===== src/rtl/operand_loader_pkg.sv =====
// Shared definitions for the operand loader: loader state encoding, descriptor
// field positions and memory geometry.
package operand_loader_pkg;

  localparam int ADDR_W = 4;
  localparam int DATA_W = 32;
  localparam int MNT_W  = 12;

  localparam int M_HI = 11;
  localparam int M_LO = 8;
  localparam int N_HI = 7;
  localparam int N_LO = 4;
  localparam int T_HI = 3;
  localparam int T_LO = 0;

  typedef enum logic [2:0] {
    IDLE,
    LOAD_I,
    LOAD_W,
    FLUSH,
    KICK
  } state_e;

endpackage


===== src/rtl/operand_loader_if.sv =====
// Host stream, descriptor and IMEM/WMEM write-port bundle for the loader.
// The host/bench drives through master; the loader uses slave.
interface operand_loader_if;

  logic                                LOAD_REQ;
  logic [operand_loader_pkg::MNT_W-1:0]  MNT;
  logic                                S_VALID;
  logic [operand_loader_pkg::DATA_W-1:0] S_DATA;
  logic                                S_READY;

  logic                                EN_I;
  logic                                RW_I;
  logic [operand_loader_pkg::ADDR_W-1:0] ADDR_I;
  logic [operand_loader_pkg::DATA_W-1:0] WDATA_I;

  logic                                EN_W;
  logic                                RW_W;
  logic [operand_loader_pkg::ADDR_W-1:0] ADDR_W;
  logic [operand_loader_pkg::DATA_W-1:0] WDATA_W;

  logic [operand_loader_pkg::MNT_W-1:0]  MNT_O;
  logic                                START;
  logic                                BUSY;
  logic                                ERR;

  modport master (
    output LOAD_REQ, MNT, S_VALID, S_DATA,
    input  S_READY,
    input  EN_I, RW_I, ADDR_I, WDATA_I,
    input  EN_W, RW_W, ADDR_W, WDATA_W,
    input  MNT_O, START, BUSY, ERR
  );

  modport slave (
    input  LOAD_REQ, MNT, S_VALID, S_DATA,
    output S_READY,
    output EN_I, RW_I, ADDR_I, WDATA_I,
    output EN_W, RW_W, ADDR_W, WDATA_W,
    output MNT_O, START, BUSY, ERR
  );

endinterface


===== src/rtl/operand_loader.sv =====
// Streams M host words into IMEM, then N words into WMEM, and kicks the MAC
// array once the final weight write has been presented.
module operand_loader
  import operand_loader_pkg::*;
(
  input  logic CLK,
  input  logic RST,
  operand_loader_if.slave bus
);

  state_e              state_q, state_d;
  logic [ADDR_W-1:0]   cnt_q, cnt_d;
  logic [MNT_W-1:0]    mnt_q, mnt_d;
  logic                err_q, err_d;

  logic                en_i_q, en_i_d, rw_i_q, rw_i_d;
  logic [ADDR_W-1:0]   addr_i_q, addr_i_d;
  logic [DATA_W-1:0]   wdata_i_q, wdata_i_d;
  logic                en_w_q, en_w_d, rw_w_q, rw_w_d;
  logic [ADDR_W-1:0]   addr_w_q, addr_w_d;
  logic [DATA_W-1:0]   wdata_w_q, wdata_w_d;

  logic [ADDR_W-1:0]   m_cnt, n_cnt, req_m, req_n;
  logic                s_ready, beat;

  assign m_cnt   = mnt_q[M_HI:M_LO];
  assign n_cnt   = mnt_q[N_HI:N_LO];
  assign req_m   = bus.MNT[M_HI:M_LO];
  assign req_n   = bus.MNT[N_HI:N_LO];
  assign s_ready = (state_q == LOAD_I) || (state_q == LOAD_W);
  assign beat    = s_ready && bus.S_VALID;

  always_comb begin
    state_d   = state_q;
    cnt_d     = cnt_q;
    mnt_d     = mnt_q;
    err_d     = err_q;
    en_i_d    = 1'b0;
    rw_i_d    = 1'b0;
    addr_i_d  = addr_i_q;
    wdata_i_d = wdata_i_q;
    en_w_d    = 1'b0;
    rw_w_d    = 1'b0;
    addr_w_d  = addr_w_q;
    wdata_w_d = wdata_w_q;

    case (state_q)
      IDLE: begin
        if (bus.LOAD_REQ) begin
          // Descriptor is latched even when rejected so the host can see what failed.
          mnt_d = {req_m, req_n, bus.MNT[T_HI:T_LO]};
          cnt_d = '0;
          if ((req_m == '0) || (req_n == '0)) begin
            err_d = 1'b1;
          end else begin
            err_d   = 1'b0;
            state_d = LOAD_I;
          end
        end
      end
      LOAD_I: begin
        if (beat) begin
          en_i_d    = 1'b1;
          rw_i_d    = 1'b1;
          addr_i_d  = cnt_q;
          wdata_i_d = bus.S_DATA;
          if (cnt_q == m_cnt - 4'd1) begin
            cnt_d   = '0;
            state_d = LOAD_W;
          end else begin
            cnt_d = cnt_q + 4'd1;
          end
        end
      end
      LOAD_W: begin
        if (beat) begin
          en_w_d    = 1'b1;
          rw_w_d    = 1'b1;
          addr_w_d  = cnt_q;
          wdata_w_d = bus.S_DATA;
          if (cnt_q == n_cnt - 4'd1) begin
            cnt_d   = '0;
            state_d = FLUSH;
          end else begin
            cnt_d = cnt_q + 4'd1;
          end
        end
      end
      // The last weight write sits on the WMEM port during FLUSH.
      FLUSH:   state_d = KICK;
      KICK:    state_d = IDLE;
      default: state_d = IDLE;
    endcase
  end

  always_ff @(posedge CLK) begin
    if (RST) begin
      state_q   <= IDLE;
      cnt_q     <= '0;
      mnt_q     <= '0;
      err_q     <= 1'b0;
      en_i_q    <= 1'b0;
      rw_i_q    <= 1'b0;
      addr_i_q  <= '0;
      wdata_i_q <= '0;
      en_w_q    <= 1'b0;
      rw_w_q    <= 1'b0;
      addr_w_q  <= '0;
      wdata_w_q <= '0;
    end else begin
      state_q   <= state_d;
      cnt_q     <= cnt_d;
      mnt_q     <= mnt_d;
      err_q     <= err_d;
      en_i_q    <= en_i_d;
      rw_i_q    <= rw_i_d;
      addr_i_q  <= addr_i_d;
      wdata_i_q <= wdata_i_d;
      en_w_q    <= en_w_d;
      rw_w_q    <= rw_w_d;
      addr_w_q  <= addr_w_d;
      wdata_w_q <= wdata_w_d;
    end
  end

  assign bus.S_READY = s_ready;
  assign bus.EN_I    = en_i_q;
  assign bus.RW_I    = rw_i_q;
  assign bus.ADDR_I  = addr_i_q;
  assign bus.WDATA_I = wdata_i_q;
  assign bus.EN_W    = en_w_q;
  assign bus.RW_W    = rw_w_q;
  assign bus.ADDR_W  = addr_w_q;
  assign bus.WDATA_W = wdata_w_q;
  assign bus.MNT_O   = mnt_q;
  assign bus.START   = (state_q == KICK);
  assign bus.BUSY    = (state_q != IDLE);
  assign bus.ERR     = err_q;

endmodule

===== src/flat_wrapper.sv =====
// flat-port wrapper written by rule: the top's interface ports become plain ports
module operand_loader_flat import operand_loader_pkg::*;
  (CLK, RST, bus_LOAD_REQ, bus_MNT, bus_S_VALID, bus_S_DATA, bus_S_READY, bus_EN_I, bus_RW_I, bus_ADDR_I, bus_WDATA_I, bus_EN_W, bus_RW_W, bus_ADDR_W, bus_WDATA_W, bus_MNT_O, bus_START, bus_BUSY, bus_ERR);
  operand_loader_if bus_i ();
  input  logic CLK;
  input  logic RST;
  input wire logic [$bits(bus_i.LOAD_REQ)-1:0] bus_LOAD_REQ;
  input wire logic [$bits(bus_i.MNT)-1:0] bus_MNT;
  input wire logic [$bits(bus_i.S_VALID)-1:0] bus_S_VALID;
  input wire logic [$bits(bus_i.S_DATA)-1:0] bus_S_DATA;
  output wire logic [$bits(bus_i.S_READY)-1:0] bus_S_READY;
  output wire logic [$bits(bus_i.EN_I)-1:0] bus_EN_I;
  output wire logic [$bits(bus_i.RW_I)-1:0] bus_RW_I;
  output wire logic [$bits(bus_i.ADDR_I)-1:0] bus_ADDR_I;
  output wire logic [$bits(bus_i.WDATA_I)-1:0] bus_WDATA_I;
  output wire logic [$bits(bus_i.EN_W)-1:0] bus_EN_W;
  output wire logic [$bits(bus_i.RW_W)-1:0] bus_RW_W;
  output wire logic [$bits(bus_i.ADDR_W)-1:0] bus_ADDR_W;
  output wire logic [$bits(bus_i.WDATA_W)-1:0] bus_WDATA_W;
  output wire logic [$bits(bus_i.MNT_O)-1:0] bus_MNT_O;
  output wire logic [$bits(bus_i.START)-1:0] bus_START;
  output wire logic [$bits(bus_i.BUSY)-1:0] bus_BUSY;
  output wire logic [$bits(bus_i.ERR)-1:0] bus_ERR;
  assign bus_i.LOAD_REQ = bus_LOAD_REQ;
  assign bus_i.MNT = bus_MNT;
  assign bus_i.S_VALID = bus_S_VALID;
  assign bus_i.S_DATA = bus_S_DATA;
  assign bus_S_READY = bus_i.S_READY;
  assign bus_EN_I = bus_i.EN_I;
  assign bus_RW_I = bus_i.RW_I;
  assign bus_ADDR_I = bus_i.ADDR_I;
  assign bus_WDATA_I = bus_i.WDATA_I;
  assign bus_EN_W = bus_i.EN_W;
  assign bus_RW_W = bus_i.RW_W;
  assign bus_ADDR_W = bus_i.ADDR_W;
  assign bus_WDATA_W = bus_i.WDATA_W;
  assign bus_MNT_O = bus_i.MNT_O;
  assign bus_START = bus_i.START;
  assign bus_BUSY = bus_i.BUSY;
  assign bus_ERR = bus_i.ERR;
  operand_loader u_core (.CLK(CLK), .RST(RST), .bus(bus_i));
endmodule

===== config.mk =====
export PLATFORM = sky130hd
export DESIGN_NAME = operand_loader_flat
export DESIGN_NICKNAME = d
export VERILOG_FILES = /design/src/rtl/operand_loader_pkg.sv /design/src/rtl/operand_loader_if.sv /design/src/rtl/operand_loader.sv /design/src/flat_wrapper.sv
export SDC_FILE = /design/constraint.sdc
export NUM_CORES = 1
export LEC_CHECK = 0
export BUFFER_PORTS_ARGS = -buffer_cell sky130_fd_sc_hd__buf_4
export CAP_MARGIN = 20
export CORE_ASPECT_RATIO = 1.4
export CORE_MARGIN = 1
export CORE_UTILIZATION = 48
export DETAILED_ROUTE_END_ITERATION = 8
export PLACE_DENSITY = 0.79
export SYNTH_ARGS = -nofsm -noshare
export SYNTH_HDL_FRONTEND = slang
export SYNTH_SLANG_ARGS = --single-unit

===== constraint.sdc =====
create_clock -name CLK -period 2.01 [get_ports CLK]
set_input_delay 0.1005 -clock CLK [delete_from_list [all_inputs] [get_ports CLK]]
set_output_delay 0.1005 -clock CLK [all_outputs]
set_load 0.1 [all_outputs]

# == After elaboration in Yosys (flattened, before gate mapping) ==
# Cells that the tools add are included.
# word_totals
out_inout_bits,92
ff_bits,94
# classes
add_sub_neg,3
eq_ne,12
n_bitwise,2
n_mux,15
n_reduce_logical,15
# op_table
operator,count
$mux W4,5
$mux W3,6
$pmux W3 S4,1
$pmux W4 S3,1
$eq A4 B4 Y1,2
$logic_not A4 Y1,2
$ne A2 B2 Y1 const B,4
$sub A4 B1 Y4 const B,2
$eq A3 B2 Y1 const B,2
$reduce_and A2 Y1,3
$reduce_and A6 Y1,1
$reduce_bool A3 Y1,2
$add A4 B1 Y4 const B,1
$ne A2 B1 Y1 const B,2
$reduce_and A4 Y1,1
$reduce_or A2 Y1,2
$eq A3 B1 Y1 const B,1
$eq A3 B3 Y1 const B,1
$logic_not A3 Y1,1
$logic_or A1 B1 Y1,2
$mux W1,2
$not A1 Y1,2
$logic_and A1 B1 Y1,1

# == Depth between registers and ports, before layout ==
# Gate-level depths: netlist of the first run.
# depth
depth_word,5
ltp_mapped,7
depth_no_buf,7

# == Worst setup path before layout of the first run ==
# OpenSTA, ideal clock, no wires.
# synth_timing
path_kind,register to output
from,reg u_core.state_q[2]
to,out bus_START
n_path_buf,1
setup_slack_ps,-771
path_stages_with_launch,3
t_arrival_ps,2681
cell_sequence,dfxtp_1 -> buf_2 -> nor3b_1
# synth_via
elab_chain_len,1
# synth_lines
element,line,text
start: declaration,operand_loader.sv:11,"state_e state_q, state_d;"
start signal: assignment,operand_loader.sv:111,state_q <= state_d;
$eq A3 B3 Y1,operand_loader.sv:136,assign bus.START = (state_q == KICK);
end: declaration,flat_wrapper.sv:21,output wire logic [$bits(bus_i.START)-1:0] bus_START;
# No other way between the ends.

# == Worst setup path in the final report of the first run ==
# layout_timing
from,reg u_core.mnt_q[8] (netlist: u_core.bus.MNT_O[8])
to,reg u_core.state_q[0]
# layout_via
elab_chain_len,4
# layout_lines
element,line,text
start: declaration,operand_loader.sv:13,"logic [MNT_W-1:0] mnt_q, mnt_d;"
start signal: assignment,operand_loader.sv:113,mnt_q <= mnt_d;
$sub A4 B1 Y4,operand_loader.sv:67,if (cnt_q == m_cnt - 4'd1) begin
$eq A4 B4 Y1,operand_loader.sv:67,
$ne A2 B2 Y1 (no line),n/a,
$reduce_and A6 Y1 (no line),n/a,
# No other way between the ends.
# A chain may end at the register's enable or synchronous reset.

==> results of run 1 <==
-- logic make-up after synthesis --
group	after synthesis
and+or+nand+nor	207
buffers and inverters	42
xor gates and xnor gates	12
AOI/OAI and AO/OA	101
DFF	94
adders and majority gates	3
muxes	2
-- final cells by class --
type / count / area, um^2 / area share [%]
sequential: 94 / 1910 / 35.6
tap: 97 / 121 / 2.26
multi-input combinational: 325 / 1570 / 29.3
clock inverter: 3 / 21.3 / 0.397
timing repair buffer: 191 / 1570 / 29.3
inverter: 5 / 18.8 / 0.350
clock buffer: 13 / 149 / 2.78
-- Yosys cell counts, types with 2 or more instances --
| cell | count |
|---|---|
| nand2_1 | 177 |
| buf_4 | 2 |
| o22ai_1 | 2 |
| clkbuf_1 | 17 |
| o21ai_0 | 2 |
| nand2b_1 | 3 |
| nor2b_1 | 3 |
| inv_1 | 5 |
| and2_1 | 4 |
| dfxtp_1 | 94 |
| buf_2 | 14 |
| a21oi_1 | 92 |
| xor3_1 | 2 |
| buf_1 | 2 |
| ha_1 | 3 |
| nor4_1 | 2 |
| nor3b_1 | 3 |
| xor2_1 | 2 |
| nor2_1 | 6 |
| nor3_1 | 5 |
| xnor2_1 | 7 |
-- routing by layer --
| metal | GRT usage [%] | vias up | part of all wire, % |
|---|---|---|---|
| li1 | - | 1821 | - |
| met2 | 47.3 | 130 | 52 |
| met5 | 0 | - | 0 |
| met3 | 5.40 | 29 | 5.5 |
| met4 | 15.2 | 0 | 3.4 |
| met1 | 28.2 | 1688 | 39 |
-- power breakdown --
| group | switching (uW) | leakage [uW] | internal (uW) |
|---|---|---|---|
| Combinational | 2290 | 0.00136 | 757 |
| Clock | 630 | 0.0000836 | 486 |
| Sequential | 182 | 0.000767 | 2080 |
-- critical path, cell delays in order, from the launching register on --
cell and delay [ns]:
dfxtp_4 0.37, inv_1 0.04, ha_1 0.29, xnor2_1 0.14, nor3_2 0.21, nand2_1 0.09, a211oi_2 0.25, mux2_1 0.35
-- registers in the layout, summed over array words and instances, names as in the netlist --
name                count
u_core.bus.MNT_O       12
u_core.bus.ADDR_I       4
u_core.bus.ADDR_W       4
u_core.bus.EN_W         1
u_core.state_q          3
u_core.bus.ERR          1
u_core.cnt_q            4
u_core.bus.EN_I         1
u_core.bus.WDATA_W     32
u_core.bus.WDATA_I     32
-- repair_timing --
action | in CTS | in global routing
endpoints found under the hold margin | 74 | 0
setup endpoints to repair | 0 | 0
hold buffers | 44 | 0
setup buffers | 0 | 0
-- metrics by stage --
stage	instance area, um^2	utilization (%)	hold WS (ns)
2_1_floorplan	3670	-	0.226
6_report	5360	72.8	0.261
5_1_grt	5360	72.8	0.292
3_3_place_gp	4750	64.5	0.351
3_5_place_dp	4750	64.5	0.359
4_1_cts	5360	72.8	0.252
-- worst max-delay path by stage --
stage | start | end | depth (start not counted)
after floorplan | u_core.bus.MNT_O[8]$_SDFFE_PP0P_ | u_core.state_q[0]$_SDFFE_PP0P_ | 7
final | u_core.bus.MNT_O[8]$_SDFFE_PP0P_ | u_core.state_q[0]$_SDFFE_PP0P_ | 7
after global routing | u_core.bus.MNT_O[5]$_SDFFE_PP0P_ | u_core.state_q[0]$_SDFFE_PP0P_ | 7
after global placement | u_core.bus.MNT_O[8]$_SDFFE_PP0P_ | u_core.state_q[0]$_SDFFE_PP0P_ | 7
after CTS | u_core.bus.MNT_O[8]$_SDFFE_PP0P_ | u_core.state_q[0]$_SDFFE_PP0P_ | 7
after detailed placement | u_core.bus.MNT_O[8]$_SDFFE_PP0P_ | u_core.state_q[0]$_SDFFE_PP0P_ | 7
==> metrics, run 1 <==
gr usage total 26.8%; fin crit share 91.9%; xor/xnor cell area share of the yosys netlist 3.92%; post-synthesis compound-gate area fraction 14.5%; DR iter-0 viols 188; Yosys top cell area share 51.7%; first-pass GRT wire length 16,200 um; ANT cells 0; CTS tree done; vias per std cell 5.04; final hold vios 0; # port buffers 139; total power 6430 uW; HPWL Detailed 6550 um; endpoint class of the critical path register; mux cell area share after synthesis 0.584%; Register-to-Register Setup Slack 0.16 ns; r2r endpoint u_core.state_q[0]$_SDFFE_PP0P_; wire length per cell 13.9 um; Post-Route Setup TNS 0 ns; Core Box Area 0.00736 mm^2; top cells by area, synth dfxtp_1 52%, nand2_1 18%, a21oi_1 13%, buf_2 1.9%, clkbuf_1 1.8%; Hold Path End u_core.bus.EN_W$_SDFF_PP0_; H-tree depth 3; GRT Residual Overflow 0; Num CTS Buffers 9; Yosys top cell by area dfxtp_1; num ports 140; critical path class register to register; simple-gate portion of the synthesized area 23.0%; relative slew slack 56.6%; shortest period the worst path allows 1.85 ns; number of flops mapped to enable cells by yosys 0; R2R cell count 7; Setup Skew 0.0113 ns; Worst Path Max Fanout 5; RSZ-0062 raised after global routing no; Pleak 0.00221 uW; vias in the first global route 3,585; DP Worst Slack 0.152 ns; Syn Inst Count 461; Placed Cells 668; largest family of logic cells by synthesized area simple AND/OR/NAND/NOR gates; Hold Path Origin RST; Nets 677; # setup viols final 0; Hold Path Depth 2; die footprint 0.00794 mm^2; Post-Syn Area 0.00364 mm^2; Seq/Total Area, Yosys 51.7%; Longest Clk Path Bufs 2; yosys warns 0; largest net degree at the start of global routing 67; Clock Sinks 94; drt total wl 10,100 um; most common cell after layout, fill and taps aside nand2_1; Root Driver clkbuf_8; Worst-Skew Late Latency 0.36 ns; Initial Util 49.5%; commonest non-fill, non-tap cells in the layout 177 x nand2_1, 145 x buf_4, 92 x a21oi_1, 86 x dfxtp_1, 44 x dlygate4sd3_1; CP required 2.25 ns; Die Height 105 um; layout cells sized above 1 27.4%; critical path startpoint category register; DRC viols 0; Yosys cell types 35; DRT antenna net count 0; initial antenna violation count 0; CP Data Arrival Time 2.09 ns; Net Count, Synth 512; final setup margin 0.163 ns; Max-cap violations 0; prevailing post-synth register cell dfxtp_1; # rows 37; outcome complete, no violations; post-CTS sizing 0; Peak supply drop 0.710 mV; RePlAce Congestion 0.771; Crit Reg-Reg Startpoint u_core.bus.MNT_O[8]$_SDFFE_PP0P_; syn_area_per_cell 7.90 um^2; Clock transition at path regs 0.08 ns; fmax 541 MHz; Power Density 1200 mW/mm^2; First-pass DRT Iterations 6; asr flop ratio synth 0%; Final Non-Filler Cells 728; Worst-Margin Slew 0.650 ns; Min-Delay Path Class input port to register; post-synthesis adder-cell area fraction 1.03%; FF+latch count, synth 94; # fillers 547; synth-to-layout area growth 47.2%; vias 3,668; Slew Viols, Final 0; Die Wd 75.6 um
Note: power is estimated with default switching activity, not from simulation.
==> run 2, diff against run 1 <==
CORE_UTILIZATION = 30   (was 48)
CTS_BUF_LIST = sky130_fd_sc_hd__clkbuf_16   (was default)
PLACE_DENSITY = default   (was 0.79)
RECOVER_POWER = 100   (was default)
==> metrics, run 2 (synthesis gave the netlist of run 1 again) <==
outcome complete, no violations; Setup Skew 0.00396 ns; Die Height 132 um; fin crit share 93.4%; final hold vios 0; First-pass DRT Iterations 4; Clock transition at path regs 0.07 ns; vias 3,460; die footprint 0.0126 mm^2; Worst-Skew Late Latency 0.34 ns; Worst-Margin Slew 1.22 ns; vias per std cell 4.68; CP Data Arrival Time 2.10 ns; Crit Reg-Reg Startpoint u_core.bus.MNT_O[8]$_SDFFE_PP0P_; Slew Viols, Final 0; r2r endpoint u_core.state_q[0]$_SDFFE_PP0P_; num ports 140; endpoint class of the critical path register; Min-Delay Path Class input port to register; critical path class register to register; Hold Slack 0.00590 ns; Max-cap violations 0; commonest non-fill, non-tap cells in the layout 177 x nand2_1, 92 x a21oi_1, 86 x dfxtp_1, 84 x clkbuf_1, 53 x buf_4; Post-CTS Setup Bufs 0; DRC viols 0; gr usage total 16.9%; CP required 2.24 ns; Die Wd 95.1 um; first-pass GRT wire length 16,400 um; critical path startpoint category register; wire length per cell 14.0 um; Num CTS Buffers 9; Initial Util 30.8%; vias in the first global route 3,239; # rows 47; # port buffers 139; Post-Route Setup TNS 0 ns; DR iter-0 viols 127; Pleak 0.00176 uW; CTS tree done; Hold Path Depth 3; initial antenna violation count 0; Clock Sinks 94; RSZ-0062 raised after global routing no; Core Box Area 0.0118 mm^2; DRT antenna net count 0; most common cell after layout, fill and taps aside nand2_1; RePlAce Congestion 0.765; relative slew slack 18.8%; Root Driver clkbuf_16; Peak supply drop 0.543 mV; fmax 533 MHz; # setup viols final 0; ANT cells 0; CP startpoint u_core.bus.MNT_O[8]$_SDFFE_PP0P_; Longest Clk Path Bufs 2; layout cells sized above 1 15.5%; HPWL Detailed 7170 um; Hold Path Origin bus_S_DATA[25]; Nets 638; total power 6960 uW; Worst Path Max Fanout 5; drt total wl 10,300 um; largest net degree at the start of global routing 54; Hold Path End u_core.bus.WDATA_W[25]$_SDFFE_PP0P_; shortest period the worst path allows 1.88 ns; Power Density 1440 mW/mm^2; Final Util 41.0%; R2R cell count 7; synth-to-layout area growth 33.0%; Register-to-Register Setup Slack 0.13 ns; GRT Residual Overflow 0; H-tree depth 3
[run 2: changes by cell type in the layout (fill, tap and decap cells not counted), moves of 9 or more]
| cell | previous run | this run |
|---|---|---|
| clkbuf_1 | 3 | 84 |
| buf_4 | 145 | 53 |
| clkbuf_2 | 0 | 9 |
| clkbuf_16 | 0 | 10 |
| clkbuf_8 | 10 | 0 |
| dlygate4sd3_1 | 44 | 4 |
[run 2: worst max-delay path by stage]
stage                                      to  slack, ns  cells after the start
6_report       u_core.state_q[0]$_SDFFE_PP0P_       0.13                      7
5_1_grt        u_core.state_q[0]$_SDFFE_PP0P_       0.02                      7
4_1_cts        u_core.state_q[0]$_SDFFE_PP0P_       0.11                      7
3_5_place_dp   u_core.state_q[0]$_SDFFE_PP0P_       0.12                      7
3_3_place_gp   u_core.state_q[0]$_SDFFE_PP0P_       0.19                      7
2_1_floorplan  u_core.state_q[0]$_SDFFE_PP0P_       0.01                      7
[run 2: timing repair]
item / in CTS / in global routing
setup endpoints to repair: 0 / 1
hold buffers: 4 / 0
hold endpoints to repair: 4 / 0
gates resized for setup: 0 / 1
[run 2: area by class of cell]
class	count	area, um^2
inverter	5	18.8
multi-input combinational	325	1580
clock inverter	6	82.6
tap	147	184
fill	1267	6980
clock buffer	10	250
sequential	94	1910
timing repair buffer	152	822
[run 2: power breakdown]
group	leakage, uW	switching (uW)	internal, uW	total, uW
Clock	0.000165	734	1160	1890
Sequential	0.000767	177	2080	2260
Combinational	0.000826	2290	523	2810
[run 2: per-layer routing]
| metal | track usage, % | wire, um | part of all wire, % |
|---|---|---|---|
| met1 | 20.3 | 4310 | 42 |
| met2 | 28.8 | 5260 | 51 |
| met3 | 3.69 | 602 | 5.8 |
| met4 | 6.31 | 139 | 1.3 |
| met5 | 0 | 0 | 0 |
[run 2: critical path, stage by stage, from the launching register on]
cell,delay [ns]
dfxtp_4,0.37
inv_1,0.05
ha_1,0.29
xnor2_1,0.13
nor3_2,0.21
nand2_1,0.09
a211oi_2,0.26
mux2_1,0.35
[run 2: metrics by stage]
step                      cell area [um^2]  cells  setup WS [ns]
after global placement                4810    719          0.191
final                                 4840    739          0.133
after detailed placement              4810    719          0.124
after global routing                  4840    739         0.0165
after CTS                             5180    739          0.107
after floorplan                       3670    461         0.0123
